[config.mk]
export PLATFORM = sky130hd
export DESIGN_NAME = qed_dup_issuer_flat
export DESIGN_NICKNAME = d
export VERILOG_FILES = /design/src/rtl/qed_dup_issuer_if.sv /design/src/rtl/qed_dup_issuer.sv /design/src/flat_wrapper.sv
export SDC_FILE = /design/constraint.sdc
export NUM_CORES = 1
export LEC_CHECK = 0
export CAP_MARGIN = 10
export CORE_MARGIN = 3
export CORE_UTILIZATION = 45
export CTS_CLUSTER_SIZE = 12
export DETAILED_ROUTE_END_ITERATION = 16
export PLACE_DENSITY = 0.73
export SYNTH_ARGS = -nofsm -noshare
export SYNTH_HDL_FRONTEND = slang
export SYNTH_SLANG_ARGS = --single-unit
[constraint.sdc]
create_clock -name clk -period 11.7 [get_ports clk]
set_input_delay 2.34 -clock clk [delete_from_list [all_inputs] [get_ports clk]]
set_output_delay 2.34 -clock clk [all_outputs]
set_load 0.01 [all_outputs]
[src/rtl/qed_dup_issuer_if.sv]
// Handshake and result bundle between the instruction-constraint source, the
// duplicate issuer and the core fetch path.
interface qed_dup_issuer_if #(
  parameter int unsigned CNT_W = 4
);
  logic             ena;
  logic [31:0]      ifu_inst;
  logic             ifu_valid;
  logic             ifu_ready;
  logic             exec_dup;
  logic             stall_in;
  logic [31:0]      qed_inst;
  logic             qed_valid;
  logic             qed_is_dup;
  logic             qed_done;
  logic [CNT_W-1:0] orig_cnt;
  logic [CNT_W-1:0] dup_cnt;

  modport master (
    output ena, ifu_inst, ifu_valid, exec_dup, stall_in,
    input  ifu_ready, qed_inst, qed_valid, qed_is_dup, qed_done, orig_cnt, dup_cnt
  );

  modport slave (
    input  ena, ifu_inst, ifu_valid, exec_dup, stall_in,
    output ifu_ready, qed_inst, qed_valid, qed_is_dup, qed_done, orig_cnt, dup_cnt
  );
endinterface

[src/rtl/qed_dup_issuer.sv]
// SQED producer: forwards constrained originals to the core, buffers them, then
// replays them as register/memory-remapped duplicates.
module qed_dup_issuer #(
  parameter int unsigned DEPTH    = 8,
  parameter int unsigned CNT_W    = 4,
  parameter logic [31:0] NOP_INST = 32'h00000013
) (
  input logic            clk,
  input logic            rst,
  qed_dup_issuer_if.slave bus
);
  localparam int unsigned PTR_W   = (DEPTH > 1) ? $clog2(DEPTH) : 1;
  localparam logic [6:0]  OP_R    = 7'b0110011;
  localparam logic [6:0]  OP_I    = 7'b0010011;
  localparam logic [6:0]  OP_LW   = 7'b0000011;
  localparam logic [6:0]  OP_SW   = 7'b0100011;
  localparam logic [6:0]  OP_CNOP = 7'b1111111;

  typedef enum logic [1:0] {ORIG, DUP, DONE} state_e;

  state_e           state_q;
  logic [31:0]      buf_q [DEPTH];
  logic [PTR_W-1:0] wr_ptr_q, rd_ptr_q;
  logic [CNT_W-1:0] fill_q, orig_cnt_q, dup_cnt_q;
  logic [31:0]      inst_q;
  logic             valid_q, is_dup_q, done_q;

  logic             ready_c, accept_c, push_c;
  logic [CNT_W-1:0] fill_push_c;

  // Originals live in x0-x15 / lower memory; duplicates just set the high bits.
  function automatic logic [31:0] dup_xform(input logic [31:0] i);
    logic [31:0] o;
    o = i;
    unique case (i[6:0])
      OP_R:    begin o[11] = 1'b1; o[19] = 1'b1; o[24] = 1'b1; end
      OP_I:    begin o[11] = 1'b1; o[19] = 1'b1; end
      OP_LW:   begin o[11] = 1'b1; o[30] = 1'b1; end
      OP_SW:   begin o[24] = 1'b1; o[30] = 1'b1; end
      default: o = i;
    endcase
    return o;
  endfunction

  function automatic logic [CNT_W-1:0] sat_inc(input logic [CNT_W-1:0] c);
    return (&c) ? c : c + CNT_W'(1);
  endfunction

  always_comb begin
    ready_c     = bus.ena & ~bus.stall_in & (state_q == ORIG);
    accept_c    = ready_c & bus.ifu_valid;
    push_c      = accept_c & (bus.ifu_inst[6:0] != OP_CNOP);
    fill_push_c = fill_q + CNT_W'(push_c);
  end

  always_ff @(posedge clk) begin
    if (push_c) buf_q[wr_ptr_q] <= bus.ifu_inst;
  end

  always_ff @(posedge clk or posedge rst) begin
    if (rst) begin
      state_q    <= ORIG;
      wr_ptr_q   <= '0;
      rd_ptr_q   <= '0;
      fill_q     <= '0;
      orig_cnt_q <= '0;
      dup_cnt_q  <= '0;
      inst_q     <= NOP_INST;
      valid_q    <= 1'b0;
      is_dup_q   <= 1'b0;
      done_q     <= 1'b0;
    end else if (!bus.stall_in) begin
      if (!bus.ena) begin
        // Plain pass-through; QED bookkeeping is left untouched.
        inst_q   <= bus.ifu_valid ? bus.ifu_inst : NOP_INST;
        valid_q  <= bus.ifu_valid;
        is_dup_q <= 1'b0;
      end else begin
        unique case (state_q)
          ORIG: begin
            is_dup_q <= 1'b0;
            if (accept_c) begin
              inst_q  <= push_c ? bus.ifu_inst : NOP_INST;
              valid_q <= 1'b1;
            end else begin
              inst_q  <= NOP_INST;
              valid_q <= 1'b0;
            end
            if (push_c) begin
              wr_ptr_q   <= wr_ptr_q + PTR_W'(1);
              fill_q     <= fill_push_c;
              orig_cnt_q <= sat_inc(orig_cnt_q);
            end
            // Transition sees the fill level including this cycle's push.
            if (bus.exec_dup || (fill_push_c == CNT_W'(DEPTH))) begin
              state_q <= (fill_push_c == '0) ? DONE : DUP;
            end
          end
          DUP: begin
            inst_q    <= dup_xform(buf_q[rd_ptr_q]);
            valid_q   <= 1'b1;
            is_dup_q  <= 1'b1;
            rd_ptr_q  <= rd_ptr_q + PTR_W'(1);
            fill_q    <= fill_q - CNT_W'(1);
            dup_cnt_q <= sat_inc(dup_cnt_q);
            if (fill_q == CNT_W'(1)) state_q <= DONE;
          end
          default: begin
            inst_q   <= NOP_INST;
            valid_q  <= 1'b0;
            is_dup_q <= 1'b0;
            done_q   <= 1'b1;
          end
        endcase
      end
    end
  end

  assign bus.ifu_ready  = ready_c;
  assign bus.qed_inst   = inst_q;
  assign bus.qed_valid  = valid_q;
  assign bus.qed_is_dup = is_dup_q;
  assign bus.qed_done   = done_q;
  assign bus.orig_cnt   = orig_cnt_q;
  assign bus.dup_cnt    = dup_cnt_q;
endmodule
[src/flat_wrapper.sv]
// flat-port wrapper written by rule: the top's interface ports become plain ports
module qed_dup_issuer_flat 
#(
  parameter int unsigned DEPTH    = 8,
  parameter int unsigned CNT_W    = 4,
  parameter logic [31:0] NOP_INST = 32'h00000013
)
  (clk, rst, bus_ena, bus_ifu_inst, bus_ifu_valid, bus_exec_dup, bus_stall_in, bus_ifu_ready, bus_qed_inst, bus_qed_valid, bus_qed_is_dup, bus_qed_done, bus_orig_cnt, bus_dup_cnt);
  qed_dup_issuer_if #(.CNT_W(CNT_W)) bus_i ();
  input logic clk;
  input logic rst;
  input wire logic [$bits(bus_i.ena)-1:0] bus_ena;
  input wire logic [$bits(bus_i.ifu_inst)-1:0] bus_ifu_inst;
  input wire logic [$bits(bus_i.ifu_valid)-1:0] bus_ifu_valid;
  input wire logic [$bits(bus_i.exec_dup)-1:0] bus_exec_dup;
  input wire logic [$bits(bus_i.stall_in)-1:0] bus_stall_in;
  output wire logic [$bits(bus_i.ifu_ready)-1:0] bus_ifu_ready;
  output wire logic [$bits(bus_i.qed_inst)-1:0] bus_qed_inst;
  output wire logic [$bits(bus_i.qed_valid)-1:0] bus_qed_valid;
  output wire logic [$bits(bus_i.qed_is_dup)-1:0] bus_qed_is_dup;
  output wire logic [$bits(bus_i.qed_done)-1:0] bus_qed_done;
  output wire logic [$bits(bus_i.orig_cnt)-1:0] bus_orig_cnt;
  output wire logic [$bits(bus_i.dup_cnt)-1:0] bus_dup_cnt;
  assign bus_i.ena = bus_ena;
  assign bus_i.ifu_inst = bus_ifu_inst;
  assign bus_i.ifu_valid = bus_ifu_valid;
  assign bus_i.exec_dup = bus_exec_dup;
  assign bus_i.stall_in = bus_stall_in;
  assign bus_ifu_ready = bus_i.ifu_ready;
  assign bus_qed_inst = bus_i.qed_inst;
  assign bus_qed_valid = bus_i.qed_valid;
  assign bus_qed_is_dup = bus_i.qed_is_dup;
  assign bus_qed_done = bus_i.qed_done;
  assign bus_orig_cnt = bus_i.orig_cnt;
  assign bus_dup_cnt = bus_i.dup_cnt;
  qed_dup_issuer #(.DEPTH(DEPTH), .CNT_W(CNT_W), .NOP_INST(NOP_INST)) u_core (.clk(clk), .rst(rst), .bus(bus_i));
endmodule
After elaboration in Yosys (flattened, before gate mapping)
Memory sizes are Yosys's and may differ from the RTL's.
Index checks and enable logic that the tools add are counted.
- $add $sub $neg: 6
- equality and inequality tests: 11
- muxes and demuxes: 22
- bitwise logic cells: 8
- reductions and logical operators: 18
- operators by type and width (operator ; count):
    $mux W32 ; 4
    $pmux W32 S2 ; 1
    $reduce_and A4 Y1 ; 5
    $eq A7 B6 Y1 const B ; 2
    $mux W1 ; 10
    $reduce_and A5 Y1 ; 2
    $add A4 B1 Y4 const B ; 2
    $pmux W4 S2 ; 1
    $reduce_or A2 Y1 ; 4
    $eq A7 B2 Y1 const B ; 1
    $eq A7 B5 Y1 const B ; 1
    $ne A7 B7 Y1 const B ; 1
    $add A3 B1 Y3 const B ; 2
    $mux W2 ; 3
    $reduce_and A3 Y1 ; 2
    $add A4 B1 Y4 ; 1
    $and A1 B1 Y1 ; 4
    $eq A4 B1 Y1 const B ; 1
    $eq A4 B4 Y1 const B ; 1
    $logic_not A4 Y1 ; 1
    $mux W4 ; 1
    $ne A2 B1 Y1 const B ; 2
    $not A1 Y1 ; 4
    $pmux W2 S2 ; 1
    8 further kinds ; 8
- flip-flop bits (word level): 55
- RAM bits: 256
- output and inout port bits: 44
- memories: 1
- memories (name ; words ; width ; read ports ; clocked after Yosys merged registers in ; wr ports ; RTL line ; source):
    u_core.buf_q ; 8 ; 32 ; 1 ; 0 ; 1 ; qed_dup_issuer.sv:22 ; logic [31:0] buf_q [DEPTH];

Longest topological paths before layout
- word-level depth: 10
- depth in mapped cells: 11
- depth with buffers taken out: 9

Worst setup path after synthesis
No wires, ideal clock.
- path type: input to register
- start point: in bus_stall_in
- end point: mem u_core.buf_q[4][0] (enable)
- library setup time: 0.513 ns
- arrival time: 6.556 ns
- data required time: 11.187 ns
- path slack: 4.631 ns
- stages: 4
- cells stage by stage: nor4b_2 > o211ai_1 > buf_2 > nor4b_1
- word-level cells in the longest chain between the ends: 7
- RTL lines (element ; RTL line ; source):
    from (decl) ; flat_wrapper.sv:16 ; input wire logic [$bits(bus_i.stall_in)-1:0] bus_stall_in;
    $not A1 Y1 (no source line) ; -- ;
    $and A1 B1 Y1 (2 in series) ; qed_dup_issuer.sv:50 ; ready_c = bus.ena & ~bus.stall_in & (state_q == ORIG);
    $and A1 B1 Y1 ; qed_dup_issuer.sv:51 ; accept_c = ready_c & bus.ifu_valid;
    $and A1 B1 Y1 ; qed_dup_issuer.sv:52 ; push_c = accept_c & (bus.ifu_inst[6:0] != OP_CNOP);
    $mux W1 ; qed_dup_issuer.sv:57 ; if (push_c) buf_q[wr_ptr_q] <= bus.ifu_inst;
    $mux W1 (not written as such) ; qed_dup_issuer.sv:57 ;
    to (decl) ; qed_dup_issuer.sv:22 ;
No other way between the ends.

Worst setup path after layout
- start point: in bus_ena
- end point: out bus_ifu_ready
- word-level cells in the longest chain between the ends: 2
- RTL lines (element ; RTL line ; source):
    from (decl) ; flat_wrapper.sv:12 ; input wire logic [$bits(bus_i.ena)-1:0] bus_ena;
    $and A1 B1 Y1 (2 in series) ; qed_dup_issuer.sv:50 ;
    to (decl) ; flat_wrapper.sv:17 ; output wire logic [$bits(bus_i.ifu_ready)-1:0] bus_ifu_ready;
No other way between the ends.

==> results.tsv <==
stage	metric	value	unit
yosys	avgSynthCellArea	18.8	um^2
place	dp_slack	5.21	ns
clocking	cts_buffers	31	
place	port_buffers	81	
drt	vias_per_cell	5.82	
clocking	htree_levels	1	
grt	grt_pass1_vias	6655	
grt	overflow	0	
timing	grt_setup_unrepaired	false	
yosys	synth_cell_types	50	
power	p_per_area	205	nW/um^2
yosys	synthCells	662	
drt	first_iter_violations	636	
yosys	ys_seq_area_share	72.9	%
setup_path	crit_path_end_kind	output port	
run	cap_violations	0	
timing	setup_ws	5.20	ns
timing	finClkSkew	0.0124	ns
yosys	ys_top_cells_by_area	edfxtp_1 62%, mux4_2 12%, dfrtp_1 10%	
timing	worstMarginPinSlew	1.07	ns
floorplan	coreArea	27000	um^2
yosys	ys_seq_elements	311	
drt	wl_per_cell	22.2	um
final_layout	area_growth	17.2	%
final_layout	layout_commonest_cell	edfxtp_1	
timing	setup_violations	0	
final_layout	nets	804	
place	dpl.hpwl	14.6	mm
setup_path	critPathArrivalTime	4.16	ns
clocking	ctsHoldBuffers	0	
power	power_leakage	4.88	nW
final_layout	num_antenna_cells	0	
timing	fmax	154	MHz
final_layout	seqCellArea	9070	um^2
setup_path	crit_path_max_incr_delay	0.74	ns
floorplan	fp.dieArea	29700	um^2
setup_path	path_common_cell	clkdlybuf4s50_1	
hold_path	hold_path.class	flip-flop to flip-flop	
yosys	synth_top_area_share	61.8	%
final_layout	fill_cells	2085	
clocking	clock_sinks	311	
clocking	clk_latency	0.56	ns
setup_path	cp_top_family	buffers and inverters	
yosys	syn_area	12400	um^2
setup_path	crit_fanout	14	
timing	drv_slew	0	
power	ir_drop	0.114	mV
timing	relSlewSlack	28.1	%
grt	grt_pass1_wl	39.0	mm
timing	setup_tns	0	ns
grt	grt_start_max_net_pins	70	
drt	drc	0	
setup_path	path_cells	clkdlybuf4s50_1 -> nor4b_2 -> clkdlybuf4s50_1	
floorplan	rows	60	
clocking	cts-root-buf	clkbuf_16	
yosys	yosysWarningCount	0	
timing	whs	0.464	ns
floorplan	start_util	46.0	%
drt	final_antenna_net_count	0	
setup_path	critPathKind	input port to output port	
timing	hold_violations	0	
drt	dr_total_vias	6542	
final_layout	multi_input_area	3120	um^2
yosys	synth.largest_area_cell	edfxtp_1	
final_layout	drive_gt1_share	21.5	%
timing	post-route-period-util	55.5	%
clocking	cts_buffer_depth	3	
floorplan	die_h	172	um
floorplan	pin_count	82	
grt	track_usage	17.1	%
final_layout	fin_util	54.0	%
setup_path	cp_slowest_cell	clkdlybuf4s50_1	
clocking	path_clk_slew	0.06	ns
timing	period_needed	6.50	ns
grt	antenna_found_initial	0	
clocking	cts_resized	0	
yosys	async_flop_share	17.7	%
setup_path	cp.required	9.36	ns
yosys	synth_edf_count	256	
setup_path	path_buf_inv	2	
yosys	synthesis.nets	708	
drt	routed_wl	25.0	mm
place	gp_congestion	0.776	
outcome	run_status	complete, no violations	
clocking	cts_tree	built	
yosys	synthFlopType	edfxtp_1	
final_layout	final_cell_mix	256 x edfxtp_1, 80 x clkdlybuf4s50_1, 64 x mux4_2, 49 x dfrtp_1, 32 x a21oi_1	
drt	first_pass_iters	5	
floorplan	chipWidth	172	um
clocking	postCtsSetupBuffers	0	
setup_path	start_kind	input port	
## worst reg2reg max path: cells and delay by family (launching register included)
| kind | cells | cell delay (ns) |
|---|---|---|
| DFF | 1 | 0.44 |
| buffers and inverters | 2 | 0.89 |
| and+or+nand+nor | 3 | 1.30 |
| AOI/OAI and AO/OA | 1 | 0.52 |
## synthesized netlist by cell type, types with 5 or more instances
cell type and n:
nor2_1 12, xnor2_1 5, nor3_1 6, inv_1 27
o21ai_0 8, nand2_1 26, dfrtp_1 52, mux4_2 64
a22oi_1 5, nand3_1 8, buf_2 10, ha_1 8
a21oi_1 32, mux2i_1 8, o2bb2ai_1 6, a211oi_1 7
buf_1 6, mux2_2 26, clkbuf_1 11, edfxtp_1 256
a221oi_1 21
## layer usage
metal	vias to the layer above	wire length [um]	global-route usage, %
met1	3421	10700	24.1
met3	43	1270	2.67
met5	-	0	0
met4	0	492	4.58
li1	2864	-	-
met2	214	12500	28.3
## cell families (layout without fill, tap and decap cells)
family                     Yosys count  in the layout  share of synthesized area [%]
buffers and inverters               63            184                           2.36
adders and majority gates            8              8                          0.805
AOI/OAI and AO/OA                   99             99                           5.58
and+or+nand+nor                     72             72                           2.93
xor gates and xnor gates             9              9                          0.634
muxes                              100            100                           14.8
DFF                                311            311                           72.9
## report_power, final
| part | leakage (nW) | switching [mW] | internal, mW |
|---|---|---|---|
| clock network | 0.445 | 0.393 | 0.510 |
| logic | 1.47 | 0.329 | 0.391 |
| registers | 2.97 | 0.101 | 1.26 |
| total | 4.88 | 0.823 | 2.16 |
## sequential cells by signal, summed over array words and instances, names as in the netlist
register / flops
u_core.bus.qed_valid: 1
u_core.fill_q: 4
u_core.bus.orig_cnt: 4
u_core.rd_ptr_q: 3
u_core.bus.dup_cnt: 4
u_core.bus.qed_done: 1
u_core.state_q: 2
u_core.wr_ptr_q: 3
u_core.buf_q: 256
u_core.bus.qed_inst: 32
u_core.bus.qed_is_dup: 1
## worst paths after layout
check                                                     start                                 end  slack, ns  depth (start not counted)
max in group asynchronous                                   rst      u_core.rd_ptr_q[0]$_DFFE_PP0P_       8.72                          3
worst min-delay path            u_core.bus.qed_done$_DFFE_PP0P_     u_core.bus.qed_done$_DFFE_PP0P_       0.46                          1
worst max register to register    u_core.state_q[0]$_DFFE_PP0P_        u_core.buf_q[5][4]$_DFFE_PP_       8.18                          6
worst max-delay path                                    bus_ena                       bus_ifu_ready       5.20                          3
min in group asynchronous                                   rst  u_core.bus.qed_inst[8]$_DFFE_PP0N_       2.33                          3
worst min register to register  u_core.bus.qed_done$_DFFE_PP0P_     u_core.bus.qed_done$_DFFE_PP0P_       0.46                          1
## layout make-up
type / count / area share (%)
multi-input cells: 288 / 21.4
clock buffers: 53 / 6.02
clock inverters: 5 / 0.309
flip-flops and latches: 311 / 62.2
inverters: 28 / 0.721
repair buffers: 98 / 6.38
well taps: 341 / 2.93
## through the flow
step | cell area (um^2) | total power [mW] | cells
4_1_cts | 14600 | 3.02 | 1123
3_3_place_gp | 13700 | 2.10 | 1065
6_report | 14600 | 2.99 | 1124
3_5_place_dp | 13700 | 2.11 | 1065
2_1_floorplan | 12400 | 1.90 | 662
5_1_grt | 14600 | 3.13 | 1124
(Power assumes the default switching activity.)
